--- config.mk ---
export PLATFORM = sky130hd
export DESIGN_NAME = core_cmd_feeder
export DESIGN_NICKNAME = d
export VERILOG_FILES = /design/src/rtl/core_cmd_feeder.sv
export SDC_FILE = /design/constraint.sdc
export NUM_CORES = 1
export LEC_CHECK = 0
export CAP_MARGIN = 30
export CORE_MARGIN = 1
export CORE_UTILIZATION = 38
export CTS_CLUSTER_SIZE = 20
export DETAILED_ROUTE_END_ITERATION = 7
export PLACE_DENSITY = 0.52
export SYNTH_ARGS = -nofsm -noshare
export SYNTH_HDL_FRONTEND = slang
export SYNTH_SLANG_ARGS = --single-unit
--- constraint.sdc ---
create_clock -name i_clk -period 2.9 [get_ports i_clk]
set_clock_uncertainty 0.15 [all_clocks]
set_input_delay 0.29 -clock i_clk [delete_from_list [all_inputs] [get_ports i_clk]]
set_output_delay 0.29 -clock i_clk [all_outputs]
set_load 0.01 [all_outputs]
--- src/rtl/core_cmd_feeder.sv ---
// Command/byte feeder for the image-processing core: queues host op-modes and load bytes, then
// replays them on the core's op/in handshakes. Optional stall counter: define FEEDER_STALL_CNT_EN.
module core_cmd_feeder #(
  parameter int CMD_DEPTH  = 8,
  parameter int DAT_DEPTH  = 16,
  parameter int LOAD_BYTES = 2048
) (
  input  logic       i_clk,
  input  logic       i_rst,
  input  logic       i_cmd_valid,
  input  logic [3:0] i_cmd_mode,
  output logic       o_cmd_ready,
  input  logic       i_dat_valid,
  input  logic [7:0] i_dat,
  output logic       o_dat_ready,
  input  logic       i_op_ready,
  output logic       o_op_valid,
  output logic [3:0] o_op_mode,
  output logic       o_in_valid,
  output logic [7:0] o_in_data,
  input  logic       i_in_ready,
  output logic       o_busy,
  output logic       o_proto_err
`ifdef FEEDER_STALL_CNT_EN
  ,
  output logic [31:0] o_stall_cnt
`endif
);

  typedef enum logic [1:0] {ST_IDLE, ST_ISSUE, ST_LOAD} state_t;

  localparam int CAW = $clog2(CMD_DEPTH);
  localparam int DAW = $clog2(DAT_DEPTH);
  localparam logic [11:0] LOAD_LAST = 12'(LOAD_BYTES - 1);

  state_t       state, state_nxt;
  logic         rdy_pend;
  logic [11:0]  byte_cnt;

  logic [3:0]   cmd_mem [CMD_DEPTH];
  logic [CAW:0] cmd_wr, cmd_rd;
  logic [7:0]   dat_mem [DAT_DEPTH];
  logic [DAW:0] dat_wr, dat_rd;

  logic cmd_full, cmd_empty, dat_full, dat_empty;
  logic cmd_push, cmd_pop, dat_push, dat_pop;
  logic xfer, last_xfer, stage_load, op_err;

  // Pointers carry one extra wrap bit so full and empty are distinguishable.
  assign cmd_full  = (cmd_wr[CAW] != cmd_rd[CAW]) && (cmd_wr[CAW-1:0] == cmd_rd[CAW-1:0]);
  assign cmd_empty = (cmd_wr == cmd_rd);
  assign dat_full  = (dat_wr[DAW] != dat_rd[DAW]) && (dat_wr[DAW-1:0] == dat_rd[DAW-1:0]);
  assign dat_empty = (dat_wr == dat_rd);

  assign o_cmd_ready = !cmd_full;
  assign o_dat_ready = !dat_full;
  assign cmd_push    = i_cmd_valid && !cmd_full;
  assign dat_push    = i_dat_valid && !dat_full;

  assign xfer      = o_in_valid && i_in_ready;
  assign last_xfer = xfer && (byte_cnt == LOAD_LAST);
  assign op_err    = i_op_ready && ((state != ST_IDLE) || rdy_pend);
  assign dat_pop   = stage_load && !dat_empty;

  assign o_op_valid = (state == ST_ISSUE);
  assign o_busy     = (state != ST_IDLE) || rdy_pend;

  always_comb begin
    // NOTE: every signal driven here gets a default first, so no path can infer a latch.
    state_nxt  = state;
    cmd_pop    = 1'b0;
    stage_load = 1'b0;
    unique case (state)
      ST_IDLE: begin
        if (rdy_pend && !cmd_empty) begin
          cmd_pop   = 1'b1;
          state_nxt = ST_ISSUE;
        end
      end
      ST_ISSUE: state_nxt = (o_op_mode == 4'd0) ? ST_LOAD : ST_IDLE;
      ST_LOAD: begin
        // Refilling only while a byte is still owed means nothing is fetched past the last one.
        if (last_xfer) state_nxt = ST_IDLE;
        else           stage_load = !o_in_valid || xfer;
      end
      default: state_nxt = ST_IDLE;
    endcase
  end

  // NOTE: sequential state uses non-blocking assignments so all registers update from pre-edge values.
  always_ff @(posedge i_clk) begin
    if (i_rst) begin
      state       <= ST_IDLE;
      rdy_pend    <= 1'b0;
      byte_cnt    <= '0;
      o_op_mode   <= '0;
      o_in_valid  <= 1'b0;
      o_in_data   <= '0;
      o_proto_err <= 1'b0;
      cmd_wr      <= '0;
      cmd_rd      <= '0;
      dat_wr      <= '0;
      dat_rd      <= '0;
    end else begin
      state <= state_nxt;

      if (cmd_push) cmd_wr <= cmd_wr + (CAW+1)'(1);
      if (cmd_pop)  cmd_rd <= cmd_rd + (CAW+1)'(1);
      if (dat_push) dat_wr <= dat_wr + (DAW+1)'(1);
      if (dat_pop)  dat_rd <= dat_rd + (DAW+1)'(1);

      if (cmd_pop) begin
        rdy_pend  <= 1'b0;
        o_op_mode <= cmd_mem[cmd_rd[CAW-1:0]];
      end else if (i_op_ready && (state == ST_IDLE)) begin
        rdy_pend <= 1'b1;
      end

      if (op_err) o_proto_err <= 1'b1;

      if (last_xfer) begin
        o_in_valid <= 1'b0;
        byte_cnt   <= '0;
      end else begin
        if (xfer)       byte_cnt   <= byte_cnt + 12'd1;
        if (stage_load) o_in_valid <= !dat_empty;
        if (dat_pop)    o_in_data  <= dat_mem[dat_rd[DAW-1:0]];
      end
    end
  end

  // NOTE: FIFO storage is deliberately not reset; the pointers alone define what is valid.
  always_ff @(posedge i_clk) begin
    if (cmd_push) cmd_mem[cmd_wr[CAW-1:0]] <= i_cmd_mode;
    if (dat_push) dat_mem[dat_wr[DAW-1:0]] <= i_dat;
  end

`ifdef FEEDER_STALL_CNT_EN
  always_ff @(posedge i_clk) begin
    if (i_rst)
      o_stall_cnt <= '0;
    else if (o_in_valid && !i_in_ready && (o_stall_cnt != '1))
      o_stall_cnt <= o_stall_cnt + 32'd1;
  end
`endif

endmodule
# After elaboration in Yosys (flattened, before gate mapping)
# Memories as Yosys holds them, arrays and structs flattened. A register that Yosys moved wholly into a read port is not among the register bits.
# Index checks and enable logic that the tools add are counted.
dict set report totals {
  reg_bits 35
  ram_bits 160
  output_inout_bits 18
  n_memories 2
}
# memory words width rd rd_clocked_by_memory_dff wr line_no
set memory_table {}
lappend memory_table {dat_mem 16 8 1 1 1 42} ;# logic [7:0] dat_mem [DAT_DEPTH];
lappend memory_table {cmd_mem 8 4 1 1 1 40} ;# logic [3:0] cmd_mem [CMD_DEPTH];
dict set report classes {
  addsub 5
  eq_ne 11
  n_mux 12
  bitwise 1
  reduce_logical 24
}
# cell n
set ops {}
lappend ops {{adder 12 x 1 -> 12 bit (second input constant)} 1}
lappend ops {{== test 12 x 11 -> 1 bit (second input constant)} 1}
lappend ops {{adder 5 x 1 -> 5 bit (second input constant)} 2}
lappend ops {{logical AND 1 bit} 10}
lappend ops {{adder 4 x 1 -> 4 bit (second input constant)} 2}
lappend ops {{== test 4 bit} 2}
lappend ops {{two-way mux 1 bit} 8}
lappend ops {{two-way mux 2 bit} 3}
lappend ops {{one-hot mux 2 bit (3 select lines)} 1}
lappend ops {{== test 5 bit} 1}
lappend ops {{logical NOT 1 bit} 5}
lappend ops {{logical NOT 4 bit} 1}
lappend ops {{!= test 2 bit (second input constant)} 2}
lappend ops {{AND reduction 2 bit} 2}
lappend ops {{OR reduction 2 bit} 2}
lappend ops {{== test 3 bit} 1}
lappend ops {{== test 2 x 1 -> 1 bit (second input constant)} 1}
lappend ops {{== test 2 bit (second input constant)} 1}
lappend ops {{logical NOT 2 bit} 1}
lappend ops {{logical OR 1 bit} 2}
lappend ops {{!= test 1 bit} 2}
lappend ops {{nonzero test 2 bit} 1}
lappend ops {{NOT 1 bit} 1}

# Longest topological paths before layout
# Gate-level depths: netlist of run 1.
dict set report depth {
  depth_word 6
  ltp_mapped 9
  ltp_nobuf 7
}

# Worst setup path after synthesis of run 1
# OpenSTA, ideal clock, no wires.
dict set report synth_timing {
  path_type {reg-to-reg}
  from {register dat_rd[0]}
  to {memory dat_mem[3][0] (enable)}
  setup_ps 383
  arrival_ps 1789
  slack_ps 578
  path_stages_with_launch 7
  path_buffers 1
  cell_sequence {dfxtp_1 -> buf_6 -> xor2_2 -> nor4_4 -> a21boi_2 -> nand2_1 -> nor3_1}
}
dict set report synth_via {
  elab_chain_len 6
}
# element line_no
set synth_rtl {}
lappend synth_rtl {{start: declaration} 43} ;# logic [DAW:0] dat_wr, dat_rd;
lappend synth_rtl {{start signal: assignment} 110} ;# if (dat_pop) dat_rd <= dat_rd + (DAW+1)'(1);
lappend synth_rtl {{== test 4 bit} 52} ;# assign dat_full = (dat_wr[DAW] != dat_rd[DAW]) && (dat_wr[DAW-1:0] == dat_rd[DAW-1:0]);
lappend synth_rtl {{logical AND 1 bit} 52}
lappend synth_rtl {{logical NOT 1 bit} 58} ;# assign dat_push = i_dat_valid && !dat_full;
lappend synth_rtl {{logical AND 1 bit} 58}
lappend synth_rtl {{two-way mux 1 bit} 135} ;# if (dat_push) dat_mem[dat_wr[DAW-1:0]] <= i_dat;
lappend synth_rtl {{two-way mux 1 bit (not written as such)} 135}
lappend synth_rtl {{end: declaration} 42}
# Every way passes these cells.

# Final worst setup path of run 1
dict set report layout_timing {
  from {register dat_wr[3]}
  to {output o_dat_ready}
}
dict set report layout_via {
  elab_chain_len 3
}
# element line_no
set layout_rtl {}
lappend layout_rtl {{start: declaration} 43}
lappend layout_rtl {{start signal: assignment} 109} ;# if (dat_push) dat_wr <= dat_wr + (DAW+1)'(1);
lappend layout_rtl {{== test 4 bit} 52}
lappend layout_rtl {{logical AND 1 bit} 52}
lappend layout_rtl {{logical NOT 1 bit} 56} ;# assign o_dat_ready = !dat_full;
lappend layout_rtl {{end: declaration} 15} ;# output logic o_dat_ready,
# Every way passes these cells.

==> results of run 1 <==
==> state kept, by name (all words and copies together) (netlist names), 2 cells and up <==
register / flops
byte_cnt: 12
cmd_mem: 32
cmd_rd: 4
cmd_wr: 4
dat_mem: 128
dat_rd: 5
dat_wr: 5
o_in_data: 8
o_op_mode: 4
state: 2
==> how the worst min path moves through the flow <==
stage,endpoint,cells past startpoint
finish,o_proto_err$_SDFFE_PP0P_,3
CTS,rdy_pend$_SDFFE_PP0P_,3
floorplan,cmd_mem[0][0]$_DFFE_PP_,0
global route,o_proto_err$_SDFFE_PP0P_,3
detailed placement,o_in_data[7]$_SDFFE_PP0P_,2
global placement,o_proto_err$_SDFFE_PP0P_,2
==> final cells by class <==
type | instances | area, um^2 | area share (%)
sequential | 207 | 5752 | 57.89
inverter | 4 | 15.01 | 0.1511
clock inverter | 13 | 133.9 | 1.347
multi-input combinational | 295 | 2524 | 25.40
clock buffer | 27 | 590.6 | 5.944
timing repair buffer | 63 | 570.5 | 5.742
tap | 280 | 350.3 | 3.526
==> through the flow <==
stage / std cells / area, um^2 / power [W]
final: 889 / 9936 / 0.006384
after global routing: 889 / 9936 / 0.006607
after CTS: 889 / 9933 / 0.006451
after global placement: 848 / 9199 / 0.003666
after detailed placement: 848 / 9199 / 0.003675
after floorplan: 536 / 8492 / 0.003529
==> critical path, stage by stage (launching register included) <==
cell and delay [ps]:
dfxtp_1 600, xor2_2 150, nor4_4 310, nand2_1 150
clkdlybuf4s50_1 500
==> timing repair <==
item / 4_1_cts / 5_1_grt
hold buffers: 1 / 0
gates resized for setup: 0 / 1
buffers inserted: 0 / 0
setup endpoints to repair: 0 / 1
hold endpoints to repair: 5 / 0
==> cell usage after synthesis (all sizes together) <==
cell	n
o211a	1
a22oi	1
nor2b	11
nand2	29
and4	1
mux2i	18
inv	4
nand3	16
mux4	35
o21ai	5
ha	8
clkbuf	8
or4	2
or3	7
a211oi	9
o32ai	1
a21oi	22
buf	22
a2111oi	3
xnor2	9
nand4b	1
edfxtp	160
a41oi	1
nor2	54
dfxtp	47
nor4	3
and2	1
a21boi	1
nand2b	8
and3	2
nand4	7
nor3b	3
nor3	9
and2b	1
a211o	5
xor2	19
or2	2
==> layout by cell type (no fill, tap or decap), types with 5 or more instances in the layout <==
master             n
xor2_2             5
ha_1               8
a211oi_1           9
mux2i_1           18
clkbuf_16         23
nand4_1            7
xnor2_1            9
xor2_1            14
nand2b_1           7
a21oi_2            8
nand3_1           15
nand2_1           21
mux4_2            32
nor2b_1           11
buf_4             26
edfxtp_1         160
nor3_1             9
nand2_2            8
clkdlybuf4s50_1   34
nor2_1            54
or3_1              7
a211o_1            5
dfxtp_1           44
a21oi_1           14
==> per-layer routing <==
layer / vias up / global-route usage, % / part of all wire (%)
li1: 2155 / - / -
met4: 0 / 4.406 / 2.4
met3: 24 / 2.665 / 3.0
met2: 62 / 27.01 / 50
met5: - / 0 / 0
met1: 2292 / 19.65 / 44
==> power by group through the flow <==
| stage | sequential (W) | combinational (W) | clock (W) |
|---|---|---|---|
| 3_5_place_dp | 0.00334 | 0.000335 | 0 |
| 4_1_cts | 0.00328 | 0.000337 | 0.00284 |
| 6_report | 0.00328 | 0.000328 | 0.00278 |
| 2_1_floorplan | 0.00334 | 0.000192 | 0 |
| 3_3_place_gp | 0.00334 | 0.000328 | 0 |
| 5_1_grt | 0.00328 | 0.000365 | 0.00296 |
==> kinds of logic (layout without fill, tap and decap cells) <==
family	count (synthesis)	after routing	share of synthesized area, %
adder cells (fa/ha/maj)	8	8	1.179
AO/OA/AOI/OAI	49	49	4.155
multiplexers	53	53	11.54
buffers and inverters	34	107	2.623
AND/OR/NAND/NOR	157	157	9.518
flip-flops	207	207	67.66
XOR/XNOR	28	28	3.330
==> results.txt, run 1 <==
Status -> completed
Final core occ -> 45.39%
Max Clk Rate -> 0.3774 GHz
CTS tree -> yes
Clk_lat worst skew -> 520 ps
Hold_sp -> i_op_ready
GRT Total Usage -> 15.44%
Worst Setup SP -> dat_wr[3]$_SDFFE_PP0P_
RSZ-0062 raised after global routing -> false
NumNets Final -> 620
Die Area -> 22,950 um^2
Die width -> 151.5 um
Max_cap viols -> 0
Die Y -> 151.5 um
Largest net degree at the start of global routing -> 37
Crit-path max FO -> 10
Cell internal pwr -> 0.005038 W
Slew headroom -> 58.34%
Synth area leader -> edfxtp_1
Drt pass-1 iters -> 4
Initial drt markers -> 193
Post-Syn Nets -> 562
Worst vdd ir -> 0.4633 mV
Buffers on Ports -> 35
Antenna cell count -> 0
Vias per cell -> 5.099
Worst endpoint required time -> 2460 ps
Kind of end point of the critical path -> output port
Final period util -> 91.36%
Fin crit period -> 2650 ps
Synth cell types -> 50
Final HPWL DP -> 10,950 um
Fill count -> 1,932
Synth Cell Area -> 8492 um^2
Area share of the largest cell type after synthesis -> 56.58%
Initial antenna violation count -> 0
Worst r2r dst -> cmd_mem[0][1]$_DFFE_PP_
Cells after Synth -> 536
Worst R2R Setup Slack -> 550 ps
Crit start category -> register
DRC errors left -> 0
RePlAce Congestion -> 0.7535
Post-DRT Antenna Nets -> 0
Max clock buf depth -> 3
Total power per unit cell area -> 642.5 nW/um^2
H-tree levels -> 1
Pre-CTS setup slack -> 308.0 ps
Starting Density -> 38.79%
CTS clk-pin slew, worst paths -> 60 ps
Least-Margin Pin Slew -> 620.1 ps
Setup TNS -> 0 ps
Core area -> 21,890 um^2
Min-delay worst type -> in2reg
Vias -> 4,533
Number of CTS-inserted buffers -> 23
Grt total ovfl -> 0
CTS Root Cell -> clkbuf_16
Drt total wl -> 16,720 um
Switching share of power -> 21.09%
Hold slack final -> 295.3 ps
Reg-to-Reg Start -> cmd_wr[2]$_SDFFE_PP0P_
R2R depth -> 5
Clock power share -> 43.5%
Setup violations, final -> 0
Crit Path Class -> reg2out
Final WS setup -> 250.5 ps
Flop pwr share -> 51.3%
CP endpoint -> o_dat_ready
IO Count -> 36
Lkg Pwr -> 3.164 nW
Final Hold Viols -> 0
Wire per inst -> 18.81 um
Flops & latches, synth -> 207
Top area cells in the synthesized netlist -> edfxtp_1 (57%), dfxtp_1 (11%), mux4_2 (8.5%)
Final-report max-slew violation count -> 0
Clk sinks -> 207
Vias in the first global route -> 4,711
Area Growth Syn to Fin -> 17.00%
First-pass GRT wire length -> 26,260 um
Row count -> 54
Net switching power figure -> 0.001346 W
Crit path arrival time -> 2210 ps
Layout cells sized above 1 -> 20.36%
Logic gate share of total power -> 5.1%
Ys Warns -> 0
Average size of a mapped cell -> 15.84 um^2
Sequential fraction of the synthesis area -> 67.66%
Note: power is estimated with default switching activity, not from simulation.
==> run 2: changes to the inputs <==
--- a/config.mk
+++ b/config.mk
@@ -6,11 +6,12 @@
 export NUM_CORES = 1
 export LEC_CHECK = 0
 export CAP_MARGIN = 30
-export CORE_MARGIN = 1
+export CORE_MARGIN = 10
 export CORE_UTILIZATION = 38
 export CTS_CLUSTER_SIZE = 20
 export DETAILED_ROUTE_END_ITERATION = 7
 export PLACE_DENSITY = 0.52
+export SKIP_LAST_GASP = 1
 export SYNTH_ARGS = -nofsm -noshare
 export SYNTH_HDL_FRONTEND = slang
 export SYNTH_SLANG_ARGS = --single-unit
==> run 2 against run 1 <==
- cell count rose by 0.11%
- critical path type unchanged
- clock-buffer cell count is 6 higher
- critical endpoint unchanged
- hold slack improved by 1.1 ps
- largest power group unchanged
==> results.txt, run 2 (synthesis results as in run 1) <==
CTS tree -> yes (unchanged)
Lkg Pwr -> 3.135 nW (was 3.164 nW)
Setup TNS -> 0 ps (unchanged)
Antenna cell count -> 0 (unchanged)
GRT Total Usage -> 12.14% (was 15.44%)
Vias -> 4,579 (was 4,533)
RSZ-0062 raised after global routing -> false (unchanged)
Largest net degree at the start of global routing -> 29 (was 37)
Hold slack final -> 296.5 ps (was 295.3 ps)
Final period util -> 90.40% (was 91.36%)
Grt total ovfl -> 0 (unchanged)
Die Y -> 169.5 um (was 151.5 um)
Status -> completed (unchanged)
Crit Path Class -> reg2out (unchanged)
Drt total wl -> 17,340 um (was 16,720 um)
Post-DRT Antenna Nets -> 0 (unchanged)
Clk sinks -> 207 (unchanged)
Wire per inst -> 19.49 um (was 18.81 um)
Final HPWL DP -> 11,410 um (was 10,950 um)
First-pass GRT wire length -> 27,270 um (was 26,260 um)
Number of CTS-inserted buffers -> 22 (was 23)
Vias per cell -> 5.145 (was 5.099)
Max Clk Rate -> 0.3815 GHz (was 0.3774 GHz)
Crit-path max FO -> 18 (was 10)
Row count -> 54 (unchanged)
Max clock buf depth -> 3 (unchanged)
Final-report max-slew violation count -> 0 (unchanged)
Worst vdd ir -> 0.5522 mV (was 0.4633 mV)
Vias in the first global route -> 4,708 (was 4,711)
Fin crit period -> 2622 ps (was 2650 ps)
Die Area -> 28,730 um^2 (was 22,950 um^2)
Placed Area -> 9201 um^2 (was 9199 um^2)
Buffers on Ports -> 35 (unchanged)
Max_cap viols -> 0 (unchanged)
Die width -> 169.5 um (was 151.5 um)
CTS Root Cell -> clkbuf_16 (unchanged)
Layout cells sized above 1 -> 19.67% (was 20.36%)
Fill count -> 1,948 (was 1,932)
Clk_lat worst skew -> 500 ps (was 520 ps)
Worst endpoint required time -> 2460 ps (about the same)
DRC errors left -> 0 (unchanged)
Initial antenna violation count -> 0 (unchanged)
Initial drt markers -> 255 (was 193)
Starting Density -> 38.79% (unchanged)
Total power per unit cell area -> 622.6 nW/um^2 (was 642.5 nW/um^2)
Core area -> 21,890 um^2 (unchanged)
Most common cell after layout, fill and taps aside -> edfxtp_1 (unchanged)
NumNets Final -> 621 (was 620)
Kind of end point of the critical path -> output port (unchanged)
Max FFs per register -> 128 (unchanged)
Final Hold Viols -> 0 (unchanged)
IO Count -> 36 (unchanged)
Final WS setup -> 278.4 ps (was 250.5 ps)
Setup violations, final -> 0 (unchanged)
Commonest non-fill, non-tap cells in the layout -> edfxtp_1 (160), nor2_1 (54), dfxtp_1 (44) (unchanged)
Design area -> 9853 um^2 (was 9936 um^2)
Crit start category -> register (unchanged)
Area Growth Syn to Fin -> 16.03% (was 17.00%)
Least-Margin Pin Slew -> 663.8 ps (was 620.1 ps)
Min-delay worst type -> in2reg (unchanged)
CTS clk-pin slew, worst paths -> 60 ps (about the same)
Crit path arrival time -> 2180 ps (was 2210 ps)
Setup Fix Bufs, Post-CTS -> 0 (unchanged)
Slew headroom -> 55.40% (was 58.34%)
RePlAce Congestion -> 0.7623 (was 0.7535)
Drt pass-1 iters -> 4 (unchanged)
H-tree levels -> 1 (unchanged)
Pre-CTS setup slack -> 303.1 ps (was 308.0 ps)
run 2: changes by cell type in the layout (fill, tap and decap cells not counted):
cell        change
buf_12          -1
buf_4           +3
bufinv_16       -2
clkbuf_1        +6
clkinv_1        -1
clkinv_4        -1
clkinvlp_4      -2
inv_16          -1
run 2: metal layers:
metal	vias up	track usage, %	wire length (um)
met5	-	0	0
met4	0	4.053	473
met3	28	2.432	749
met2	87	19.99	8432
met1	2304	15.71	7687
li1	2160	-	-
run 2: layout make-up:
cell class | count | area [um^2] | area share (%)
flip-flops and latches | 207 | 5752 | 58.37
clock inverters | 6 | 26.28 | 0.2667
clock buffers | 33 | 613.1 | 6.222
inverters | 4 | 15.01 | 0.1524
repair buffers | 65 | 573.1 | 5.816
multi-input cells | 295 | 2524 | 25.61
well taps | 280 | 350.3 | 3.556
run 2: stage by stage:
stage / total power (W) / std cells / util (%)
floorplan: 0.003529 / 536 / -
detailed placement: 0.003677 / 850 / 42.03
finish: 0.006134 / 890 / 45.01
CTS: 0.006227 / 890 / 45.00
global placement: 0.003667 / 850 / 42.03
global route: 0.006378 / 890 / 45.01
run 2: power by group:
group / switching [W] / total (W) / leakage [nW] / internal [W]
clock network: 0.00107 / 0.00253 / 0.312 / 0.00145
registers: 0.0000298 / 0.00328 / 1.83 / 0.00325
logic: 0.000182 / 0.000331 / 0.994 / 0.000149
run 2: worst max-delay path: stages (launching register included):
cell	delay, ps
dfxtp_4	540
xor2_2	140
nor4_4	370
nand2_1	130
clkdlybuf4s50_1	500
run 2: repair_timing:
| action | 4_1_cts | 5_1_grt |
|---|---|---|
| endpoints found under the hold margin | 6 | 0 |
| hold buffers | 1 | 0 |
| gates resized for setup | 0 | 1 |
| setup endpoints to repair | 0 | 1 |
run 2: path summary, 6_finish.rpt:
path | from | endpoint | slack (ps) | depth (start not counted)
min reg2reg | o_in_data[0]$_SDFFE_PP0P_ | o_in_data[0]$_SDFFE_PP0P_ | 330 | 2
max | dat_rd[1]$_SDFFE_PP0P_ | o_dat_ready | 280 | 4
min | i_op_ready | o_proto_err$_SDFFE_PP0P_ | 300 | 3
max reg2reg | byte_cnt[0]$_SDFFE_PP0P_ | o_in_data[5]$_SDFFE_PP0P_ | 550 | 7
